<file path="config.mk">
export PLATFORM = sky130hd
export DESIGN_NAME = axi_burst_rd_ctlr_flat
export DESIGN_NICKNAME = d
export VERILOG_FILES = /design/src/rtl/axi_burst_rd_ctlr_if.sv /design/src/rtl/axi_burst_rd_ctlr.sv /design/src/flat_wrapper.sv
export SDC_FILE = /design/constraint.sdc
export NUM_CORES = 1
export LEC_CHECK = 0
export BUFFER_PORTS_ARGS = -buffer_cell sky130_fd_sc_hd__buf_2
export CAP_MARGIN = 20
export CORE_AREA = 2 2 176 178
export CTS_BUF_LIST = sky130_fd_sc_hd__clkbuf_4
export CTS_CLUSTER_DIAMETER = 120
export CTS_CLUSTER_SIZE = 28
export DETAILED_ROUTE_END_ITERATION = 8
export DIE_AREA = 0 0 178 180
export PLACE_DENSITY = 0.52
export SYNTH_ARGS = -nofsm -noshare
export SYNTH_HDL_FRONTEND = slang
export SYNTH_SLANG_ARGS = --single-unit
</file>
<file path="constraint.sdc">
create_clock -name clk -period 16.7 [get_ports clk]
set_clock_uncertainty 0.15 [all_clocks]
set_input_delay 0 -clock clk [delete_from_list [all_inputs] [get_ports clk]]
set_output_delay 0 -clock clk [all_outputs]
set_load 0.01 [all_outputs]
</file>
<file path="src/rtl/axi_burst_rd_ctlr_if.sv">
// Bundle for the burst read controller: request side, data-out stream and AXI4 AR/R channels.
// The master modport is the controller's view; slave is the environment's view.
interface axi_burst_rd_ctlr_if #(
    parameter int ADDR_W = 64,
    parameter int DATA_W = 128,
    parameter int ID_W   = 4,
    parameter int LEN_W  = 16
);
    logic              RqValid;
    logic              RqReady;
    logic [ADDR_W-1:0] RqAddr;
    logic [LEN_W-1:0]  RqLen;
    logic              RqDone;
    logic              RqErr;

    logic              DoValid;
    logic              DoReady;
    logic [DATA_W-1:0] DoData;
    logic              DoLast;
    logic              DoErr;

    logic [ADDR_W-1:0] araddr;
    logic [7:0]        arlen;
    logic [2:0]        arsize;
    logic [1:0]        arburst;
    logic [ID_W-1:0]   arid;
    logic              arvalid;
    logic              arready;
    logic              arlock;
    logic [2:0]        arprot;
    logic [3:0]        arcache;
    logic [3:0]        arqos;

    logic [DATA_W-1:0] rdata;
    logic [ID_W-1:0]   rid;
    logic [1:0]        rresp;
    logic              rlast;
    logic              rvalid;
    logic              rready;

    modport master (
        input  RqValid, RqAddr, RqLen, DoReady, arready,
               rdata, rid, rresp, rlast, rvalid,
        output RqReady, RqDone, RqErr, DoValid, DoData, DoLast, DoErr,
               araddr, arlen, arsize, arburst, arid, arvalid,
               arlock, arprot, arcache, arqos, rready
    );

    modport slave (
        output RqValid, RqAddr, RqLen, DoReady, arready,
               rdata, rid, rresp, rlast, rvalid,
        input  RqReady, RqDone, RqErr, DoValid, DoData, DoLast, DoErr,
               araddr, arlen, arsize, arburst, arid, arvalid,
               arlock, arprot, arcache, arqos, rready
    );
endinterface

</file>
<file path="src/rtl/axi_burst_rd_ctlr.sv">
// AXI4 burst read master: splits one request into INCR bursts (MAX_BURST cap, no 4 KB crossing)
// and streams R beats out. Optional macro AXI_RD_ID_CHECK_EN flags beats whose rid != AXI_ID.
module axi_burst_rd_ctlr #(
    parameter int ADDR_W    = 64,
    parameter int DATA_W    = 128,
    parameter int ID_W      = 4,
    parameter int LEN_W     = 16,
    parameter int MAX_BURST = 16,
    parameter int AXI_ID    = 0
) (
    input  logic clk,
    input  logic rst,
    axi_burst_rd_ctlr_if.master bus
);
    localparam int BYTES = DATA_W / 8;
    localparam int SZ    = $clog2(BYTES);

    localparam logic [1:0] ST_IDLE = 2'd0;
    localparam logic [1:0] ST_AR   = 2'd1;
    localparam logic [1:0] ST_R    = 2'd2;
    localparam logic [1:0] ST_DONE = 2'd3;

    // Beats for the next burst: limited by what is left, the burst cap and the 4 KB page end.
    function automatic logic [8:0] burst_beats(input logic [LEN_W:0] rem,
                                               input logic [11:0] page_off);
        logic [12:0] page;
        logic [31:0] b;
        page = (13'd4096 - {1'b0, page_off}) >> SZ;
        b = 32'(rem);
        if (b > 32'(MAX_BURST)) b = 32'(MAX_BURST);
        if (b > 32'(page))      b = 32'(page);
        return 9'(b);
    endfunction

    logic [1:0]        state_q, state_d;
    logic [ADDR_W-1:0] addr_q, addr_d;
    logic [LEN_W:0]    rem_q, rem_d;
    logic [8:0]        beats_q, beats_d;
    logic [8:0]        bcnt_q, bcnt_d;
    logic              err_q, err_d;
    logic              arvalid_q, arvalid_d;

    logic [8:0] cur_beats;
    logic       in_r;
    logic       r_hs;
    logic       burst_end;
    logic       req_end;
    logic       id_bad;
    logic       beat_err;

`ifdef AXI_RD_ID_CHECK_EN
    assign id_bad = (bus.rid != ID_W'(AXI_ID));
`else
    logic unused_rid;
    assign unused_rid = ^bus.rid;
    assign id_bad     = 1'b0;
`endif

    assign cur_beats = burst_beats(rem_q, addr_q[11:0]);
    assign in_r      = (state_q == ST_R);
    assign r_hs      = in_r && bus.rvalid && bus.DoReady;
    assign burst_end = (bcnt_q == 9'd1);
    assign req_end   = (rem_q == (LEN_W+1)'(1));
    assign beat_err  = (bus.rresp != 2'h0) || id_bad;

    always_comb begin
        state_d   = state_q;
        addr_d    = addr_q;
        rem_d     = rem_q;
        beats_d   = beats_q;
        bcnt_d    = bcnt_q;
        err_d     = err_q;
        arvalid_d = arvalid_q;
        case (state_q)
            ST_IDLE: begin
                if (bus.RqValid) begin
                    addr_d    = {bus.RqAddr[ADDR_W-1:SZ], {SZ{1'b0}}};
                    rem_d     = (LEN_W+1)'(bus.RqLen) + (LEN_W+1)'(1);
                    err_d     = 1'b0;
                    arvalid_d = 1'b1;
                    state_d   = ST_AR;
                end
            end
            ST_AR: begin
                if (arvalid_q && bus.arready) begin
                    arvalid_d = 1'b0;
                    beats_d   = cur_beats;
                    bcnt_d    = cur_beats;
                    state_d   = ST_R;
                end
            end
            ST_R: begin
                if (r_hs) begin
                    bcnt_d = bcnt_q - 9'd1;
                    rem_d  = rem_q - (LEN_W+1)'(1);
                    // Burst length is owned by our counter; rlast is only cross-checked.
                    if (beat_err || (bus.rlast != burst_end)) err_d = 1'b1;
                    if (burst_end) begin
                        if (req_end) begin
                            state_d = ST_DONE;
                        end else begin
                            addr_d    = addr_q + (ADDR_W'(beats_q) << SZ);
                            arvalid_d = 1'b1;
                            state_d   = ST_AR;
                        end
                    end
                end
            end
            ST_DONE: state_d = ST_IDLE;
            default: begin
                state_d   = ST_IDLE;
                arvalid_d = 1'b0;
            end
        endcase
    end

    always_ff @(posedge clk or posedge rst) begin
        if (rst) begin
            state_q   <= ST_IDLE;
            rem_q     <= '0;
            bcnt_q    <= '0;
            err_q     <= 1'b0;
            arvalid_q <= 1'b0;
        end else begin
            state_q   <= state_d;
            rem_q     <= rem_d;
            bcnt_q    <= bcnt_d;
            err_q     <= err_d;
            arvalid_q <= arvalid_d;
        end
    end

    always_ff @(posedge clk) begin
        addr_q  <= addr_d;
        beats_q <= beats_d;
    end

    assign bus.RqReady = (state_q == ST_IDLE);
    assign bus.RqDone  = (state_q == ST_DONE);
    assign bus.RqErr   = (state_q == ST_DONE) && err_q;

    assign bus.DoValid = in_r && bus.rvalid;
    assign bus.DoData  = bus.rdata;
    assign bus.DoLast  = in_r && req_end;
    assign bus.DoErr   = in_r && beat_err;
    assign bus.rready  = in_r && bus.DoReady;

    assign bus.araddr  = addr_q;
    assign bus.arlen   = 8'(cur_beats - 9'd1);
    assign bus.arvalid = arvalid_q;
    assign bus.arsize  = 3'(SZ);
    assign bus.arburst = 2'h1;
    assign bus.arid    = ID_W'(AXI_ID);
    assign bus.arlock  = 1'b0;
    assign bus.arprot  = 3'h2;
    assign bus.arcache = 4'h0;
    assign bus.arqos   = 4'h0;
endmodule

</file>
<file path="src/flat_wrapper.sv">
// flat-port wrapper written by rule: the top's interface ports become plain ports
module axi_burst_rd_ctlr_flat 
#(
    parameter int ADDR_W    = 64,
    parameter int DATA_W    = 128,
    parameter int ID_W      = 4,
    parameter int LEN_W     = 16,
    parameter int MAX_BURST = 16,
    parameter int AXI_ID    = 0
)
  (clk, rst, bus_RqValid, bus_RqAddr, bus_RqLen, bus_DoReady, bus_arready, bus_rdata, bus_rid, bus_rresp, bus_rlast, bus_rvalid, bus_RqReady, bus_RqDone, bus_RqErr, bus_DoValid, bus_DoData, bus_DoLast, bus_DoErr, bus_araddr, bus_arlen, bus_arsize, bus_arburst, bus_arid, bus_arvalid, bus_arlock, bus_arprot, bus_arcache, bus_arqos, bus_rready);
  axi_burst_rd_ctlr_if #(.ADDR_W(ADDR_W), .DATA_W(DATA_W), .ID_W(ID_W), .LEN_W(LEN_W)) bus_i ();
  input  logic clk;
  input  logic rst;
  input wire logic [$bits(bus_i.RqValid)-1:0] bus_RqValid;
  input wire logic [$bits(bus_i.RqAddr)-1:0] bus_RqAddr;
  input wire logic [$bits(bus_i.RqLen)-1:0] bus_RqLen;
  input wire logic [$bits(bus_i.DoReady)-1:0] bus_DoReady;
  input wire logic [$bits(bus_i.arready)-1:0] bus_arready;
  input wire logic [$bits(bus_i.rdata)-1:0] bus_rdata;
  input wire logic [$bits(bus_i.rid)-1:0] bus_rid;
  input wire logic [$bits(bus_i.rresp)-1:0] bus_rresp;
  input wire logic [$bits(bus_i.rlast)-1:0] bus_rlast;
  input wire logic [$bits(bus_i.rvalid)-1:0] bus_rvalid;
  output wire logic [$bits(bus_i.RqReady)-1:0] bus_RqReady;
  output wire logic [$bits(bus_i.RqDone)-1:0] bus_RqDone;
  output wire logic [$bits(bus_i.RqErr)-1:0] bus_RqErr;
  output wire logic [$bits(bus_i.DoValid)-1:0] bus_DoValid;
  output wire logic [$bits(bus_i.DoData)-1:0] bus_DoData;
  output wire logic [$bits(bus_i.DoLast)-1:0] bus_DoLast;
  output wire logic [$bits(bus_i.DoErr)-1:0] bus_DoErr;
  output wire logic [$bits(bus_i.araddr)-1:0] bus_araddr;
  output wire logic [$bits(bus_i.arlen)-1:0] bus_arlen;
  output wire logic [$bits(bus_i.arsize)-1:0] bus_arsize;
  output wire logic [$bits(bus_i.arburst)-1:0] bus_arburst;
  output wire logic [$bits(bus_i.arid)-1:0] bus_arid;
  output wire logic [$bits(bus_i.arvalid)-1:0] bus_arvalid;
  output wire logic [$bits(bus_i.arlock)-1:0] bus_arlock;
  output wire logic [$bits(bus_i.arprot)-1:0] bus_arprot;
  output wire logic [$bits(bus_i.arcache)-1:0] bus_arcache;
  output wire logic [$bits(bus_i.arqos)-1:0] bus_arqos;
  output wire logic [$bits(bus_i.rready)-1:0] bus_rready;
  assign bus_i.RqValid = bus_RqValid;
  assign bus_i.RqAddr = bus_RqAddr;
  assign bus_i.RqLen = bus_RqLen;
  assign bus_i.DoReady = bus_DoReady;
  assign bus_i.arready = bus_arready;
  assign bus_i.rdata = bus_rdata;
  assign bus_i.rid = bus_rid;
  assign bus_i.rresp = bus_rresp;
  assign bus_i.rlast = bus_rlast;
  assign bus_i.rvalid = bus_rvalid;
  assign bus_RqReady = bus_i.RqReady;
  assign bus_RqDone = bus_i.RqDone;
  assign bus_RqErr = bus_i.RqErr;
  assign bus_DoValid = bus_i.DoValid;
  assign bus_DoData = bus_i.DoData;
  assign bus_DoLast = bus_i.DoLast;
  assign bus_DoErr = bus_i.DoErr;
  assign bus_araddr = bus_i.araddr;
  assign bus_arlen = bus_i.arlen;
  assign bus_arsize = bus_i.arsize;
  assign bus_arburst = bus_i.arburst;
  assign bus_arid = bus_i.arid;
  assign bus_arvalid = bus_i.arvalid;
  assign bus_arlock = bus_i.arlock;
  assign bus_arprot = bus_i.arprot;
  assign bus_arcache = bus_i.arcache;
  assign bus_arqos = bus_i.arqos;
  assign bus_rready = bus_i.rready;
  axi_burst_rd_ctlr #(.ADDR_W(ADDR_W), .DATA_W(DATA_W), .ID_W(ID_W), .LEN_W(LEN_W), .MAX_BURST(MAX_BURST), .AXI_ID(AXI_ID)) u_core (.clk(clk), .rst(rst), .bus(bus_i));
endmodule
</file>
# Word level (Yosys, flattened, before mapping)
# Cells that the tools add are included.
# Widths: inputs -> output; s select.
[totals] register_bits=103 input_bits=221 out_inout_bits=229 word_cells=76
[classes] add_sub_neg=6 order_cmp=2 n_eq_ne=12 n_mux=29 reduce_logical=20
[ops] op="$mux 64" n=4
[ops] op="$pmux 64 s2" n=1
[ops] op="$add 64x13->64" n=1
[ops] op="$mux 17" n=3
[ops] op="$pmux 17 s2" n=1
[ops] op="$mux 9" n=3
[ops] op="$pmux 9 s2" n=1
[ops] op="$add 16x1->17 const B" n=1
[ops] op="$eq 17x1->1 const B" n=1
[ops] op="$gt 17x5->1 const B" n=1
[ops] op="$gt 17x9->1" n=1
[ops] op="$sub 17x1->17 const B" n=1
[ops] op="$sub 13x12->13 const A" n=1
[ops] op="$mux 2" n=5
[ops] op="$ne 2x2->1 const B" n=5
[ops] op="$eq 9x1->1 const B" n=1
[ops] op="$sub 9x1->9 const B" n=1
[ops] op="$mux 1" n=8
[ops] op="$pmux 2 s4" n=1
[ops] op="$reduce_and 4->1" n=2
[ops] op="$sub 8x1->8 const B" n=1
[ops] op="$logic_and 1x1->1" n=7
[ops] op="$reduce_and 3->1" n=2
[ops] op="$reduce_and 6->1" n=1
[ops] op="other kinds (12)" n=15

# Longest topological paths before layout
[logic_depth] ltp_word=6 ltp_mapped=17

# Worst setup path after synthesis
# Ideal clock, no wire load.
[synth_timing] path_type="reg-to-reg" startpoint="register u_core.bcnt_q[5]" endpoint="register u_core.addr_q[10], in the netlist u_core.bus.araddr[10], enable pin" setup_time_ns=0.570 arrival_ns=5.619 slack_ns=10.361 path_stages_with_launch=4 period_less_slack_ns=6.339 cell_sequence="dfrtp_1 nor4_1 nand4b_1 a211oi_1"
[synth_between] elab_chain_len=3
[synth_rtl] element="start, declared" line="axi_burst_rd_ctlr.sv:39" text="logic [8:0] bcnt_q, bcnt_d;"
[synth_rtl] element="start signal, assigned" line="axi_burst_rd_ctlr.sv:127" text="bcnt_q <= bcnt_d;"
[synth_rtl] element="$eq 9x1->1" line="axi_burst_rd_ctlr.sv:62" text="assign burst_end = (bcnt_q == 9'd1);"
[synth_rtl] element="$ne 2x2->1 (no line)"
[synth_rtl] element="$reduce_and 5->1 (no line)"
[synth_rtl] element="end signal, assigned" line="axi_burst_rd_ctlr.sv:134" text="addr_q <= addr_d;"
[synth_rtl] element="end, declared" line="axi_burst_rd_ctlr.sv:36" text="logic [ADDR_W-1:0] addr_q, addr_d;"
# Every way passes these cells.
# A chain may end at the register's enable or synchronous reset.

# Worst setup path after layout
[layout_timing] startpoint="register u_core.rem_q[7]" endpoint="output bus_arlen[4]"
[layout_between] elab_chain_len=5
[layout_rtl] element="start, declared" line="axi_burst_rd_ctlr.sv:37" text="logic [LEN_W:0] rem_q, rem_d;"
[layout_rtl] element="start signal, assigned" line="axi_burst_rd_ctlr.sv:126" text="rem_q <= rem_d;"
[layout_rtl] element="$gt 17x5->1" line="axi_burst_rd_ctlr.sv:30" text="if (b > 32'(MAX_BURST)) b = 32'(MAX_BURST);"
[layout_rtl] element="$mux 17 *" line="axi_burst_rd_ctlr.sv:30"
[layout_rtl] element="$gt 17x9->1" line="axi_burst_rd_ctlr.sv:31" text="if (b > 32'(page)) b = 32'(page);"
[layout_rtl] element="$mux 9 *" line="axi_burst_rd_ctlr.sv:31"
[layout_rtl] element="$sub 8x1->8 *" line="axi_burst_rd_ctlr.sv:149" text="assign bus.arlen = 8'(cur_beats - 9'd1);"
[layout_rtl] element="end, declared" line="flat_wrapper.sv:33" text="output wire logic [$bits(bus_i.arlen)-1:0] bus_arlen;"
# Every way passes the cells marked *; elsewhere a longest branch is shown, timed or not.

==> out/qor.yml <==
run_status:
  status: "finished clean"
critical_path:
  cp_cell_sequence: "nor3_1, nand4_1, a211oi_1, and2_1, ha_1, nor2b_1, o21bai_1, a31oi_1, o21ai_2, mux2i_1, ha_1, a31oi_1, a311oi_1, nor2_1, buf_2"
  cp.arrival_ns: 5.19
  path_class: "flip-flop to output pin"
  timing.rr.start: "u_core.rem_q[7]$_DFFE_PP0P_"
  max_stage_delay_ns: 0.73
  rrSetupSlack_ns: 12.51
  cp-start-kind: "flip-flop"
  rr_worst_depth: 11
  end_kind: "output pin"
  cp.required_ns: 16.55
  cp_max_fo: 19
  worst_r2r_endpoint: "u_core.bcnt_q[3]$_DFFE_PP0P_"
  crit_slowest_cell: "o21ai_2"
grt:
  grt_pass1_vias: 7253
  grt_use_total_pct: 14.9
  grt_pass1_wl_um: 38200
  grt_max_degree: 109
  antenna_found_initial: 3
  globalRouteOverflowTotal: 0
synthesis:
  synth_cell_types: 68
  synth_area_leaders: "edfxtp_1, buf_4, dfrtp_1"
  yosysTopAreaCellShare_pct: 25.2
  synth.most_common_cell: "buf_4"
  syn_area_um2: 8210
  syn_inst: 940
  synth-seq-cells: 99
  yosys_warnings: 0
  ys_seq_area_share_pct: 34.4
  syn_avg_cell_area_um2: 8.74
  async_reset_ff_share_pct: 30.3
  synth_common_cells: "buf_4, nand2_1, edfxtp_1"
  yosysTopAreaCell: "edfxtp_1"
  ys.flop_type: "edfxtp_1"
  synth_edf_count: 69
clock_network:
  clock_path_buffers: 2
  post_cts_buffers: 0
  cts_made_buffers: 9
  cts_tree: "built"
  post_cts_resized: 0
  postCtsHoldBufs: 225
  clockRootBuffer: "clkbuf_4"
  h-tree-depth: 3
  clkSinkCount: 99
  clk_pin_slew_ns: 0.18
  clock_latency_ns: 0.50
worst_hold_path:
  hp-start: "bus_DoReady"
  worstHoldEndpoint: "u_core.err_q$_DFFE_PP0P_"
  hp-class: "input port to flip-flop"
  hold_depth: 5
die:
  io_pins: 450
  die_h_um: 180
  core-area_um2: 30200
  start_util_pct: 27.2
  dieWidth_um: 178
  fp.dieArea_um2: 32000
  rows: 64
place:
  hpwl_um: 16300
  portBuffers: 160
  gp_congestion: 0.762
cells_and_area:
  area_growth_pct: 32.0
  nets: 1426
  final_layout_size_suffix_gt1_share_pct: 18.2
  final-seq-area_um2: 2820
  fill_cells: 3058
  multi_input_area_um2: 4120
sta:
  slew_viol_final: 0
  relSlewSlack_pct: 37.4
  fin_crit_ns: 5.34
  hold_viol: 0
  finalSetupViolations: 0
  setup_tns_ns: 0
  rsz0062_at_grt: "false"
  fin_crit_sh_pct: 32.0
  tightest_slew_ns: 0.939
  fmax_mhz: 187
detailed_routing:
  wl_um: 25200
  ant_nets: 0
  viasPerCell: 4.74
  drtPass1Iterations: 5
  dr_total_vias: 7510
  drc: 0
  drtIter0Drc: 288
  routedWlPerCell_um: 15.9
pwr:
  total_power_mw: 1.28
  power_density_nw_per_um2: 118
  power_leakage_nw: 4.34
  peakVddDrop_v: 0.0000535
job:
  drv_cap: 0
[power by group]
part	total, mW	internal, mW	switching (mW)
logic	0.632	0.265	0.367
registers	0.487	0.378	0.109
clock network	0.158	0.0652	0.0933
[state kept, by name (all words and copies together), names as in the netlist]
signal	count
u_core.err_q	1
u_core.rem_q	17
u_core.state_q	2
u_core.bcnt_q	9
u_core.bus.araddr	60
u_core.bus.arvalid	1
u_core.beats_q	9
[worst max path at each step]
stage                                             from                         endpoint  cells past startpoint
after CTS                  u_core.rem_q[7]$_DFFE_PP0P_                     bus_arlen[4]                     16
after floorplan           u_core.bcnt_q[5]$_DFFE_PP0P_  u_core.bus.araddr[10]$_DFFE_PP_                      3
final                      u_core.rem_q[7]$_DFFE_PP0P_                     bus_arlen[4]                     15
after detailed placement   u_core.rem_q[7]$_DFFE_PP0P_                     bus_arlen[4]                     16
after global routing       u_core.rem_q[7]$_DFFE_PP0P_                     bus_arlen[4]                     16
after global placement     u_core.rem_q[7]$_DFFE_PP0P_                     bus_arlen[4]                     16
[placed cells by master, fill, tap and decap left out, drive strengths merged, types with 9 or more instances in the layout]
cell type / count
xor2: 44
buf: 169
o21ai: 79
edfxtp: 69
clkbuf: 11
nand2: 97
nor3: 32
conb: 29
xnor2: 29
nand4: 24
a21oi: 35
a31oi: 17
inv: 26
ha: 25
o2111ai: 9
dfrtp: 30
dlygate4sd3: 225
or3: 12
nand3: 27
and3: 15
o211ai: 10
nor2: 54
[cell type report]
class / instances / share of cell area (%)
multi-input cells: 651 / 38.0
repair buffers: 394 / 29.0
flip-flops and latches: 99 / 26.0
well taps: 396 / 4.57
inverters: 24 / 0.831
clock inverters: 5 / 0.785
clock buffers: 11 / 0.762
diodes: 3 / 0.0693
[critical path, delay by kind of cell, from the launching register on]
family,cells,cell delay (ns)
compound gates,6,1.85
fa+ha+maj,2,0.62
buf+inv,1,0.15
flops,1,0.46
mux,1,0.43
simple gates,5,1.18
[logic make-up (layout without fill, tap and decap cells)]
kind of cell	Yosys count	after routing	synth area share, %
xor+xnor	73	73	7.78
buf+inv	217	434	17.1
fa+ha+maj	26	26	4.05
flops	99	99	34.4
compound gates	201	201	15.6
simple gates	312	312	19.8
other cells	2	32	0.0914
mux	10	10	1.26
[metrics by stage]
stage               area (um^2)  utilization, %  setup WS [ns]  hold slack (ns)  std cells
CTS                       10800            35.8          11.28          0.00709       1579
global placement           8380            27.8          11.99           -0.150       1338
detailed placement         8380            27.8          11.93           -0.150       1338
floorplan                  8320               -          10.36          -0.0592        967
finish                    10800            35.9          11.36           0.0691       1583
global route              10800            35.9          10.97           0.0393       1583
[routing by layer]
layer | part of all wire, % | vias up | track usage (%) | wire length (um)
met4 | 1.7 | 0 | 4.59 | 422
li1 | - | 3680 | - | -
met1 | 43 | 3476 | 18.2 | 10800
met2 | 49 | 320 | 26.5 | 12400
met3 | 6.1 | 34 | 2.52 | 1530
met5 | 0 | - | 0 | 0
Power figures use the tool's default switching activity.
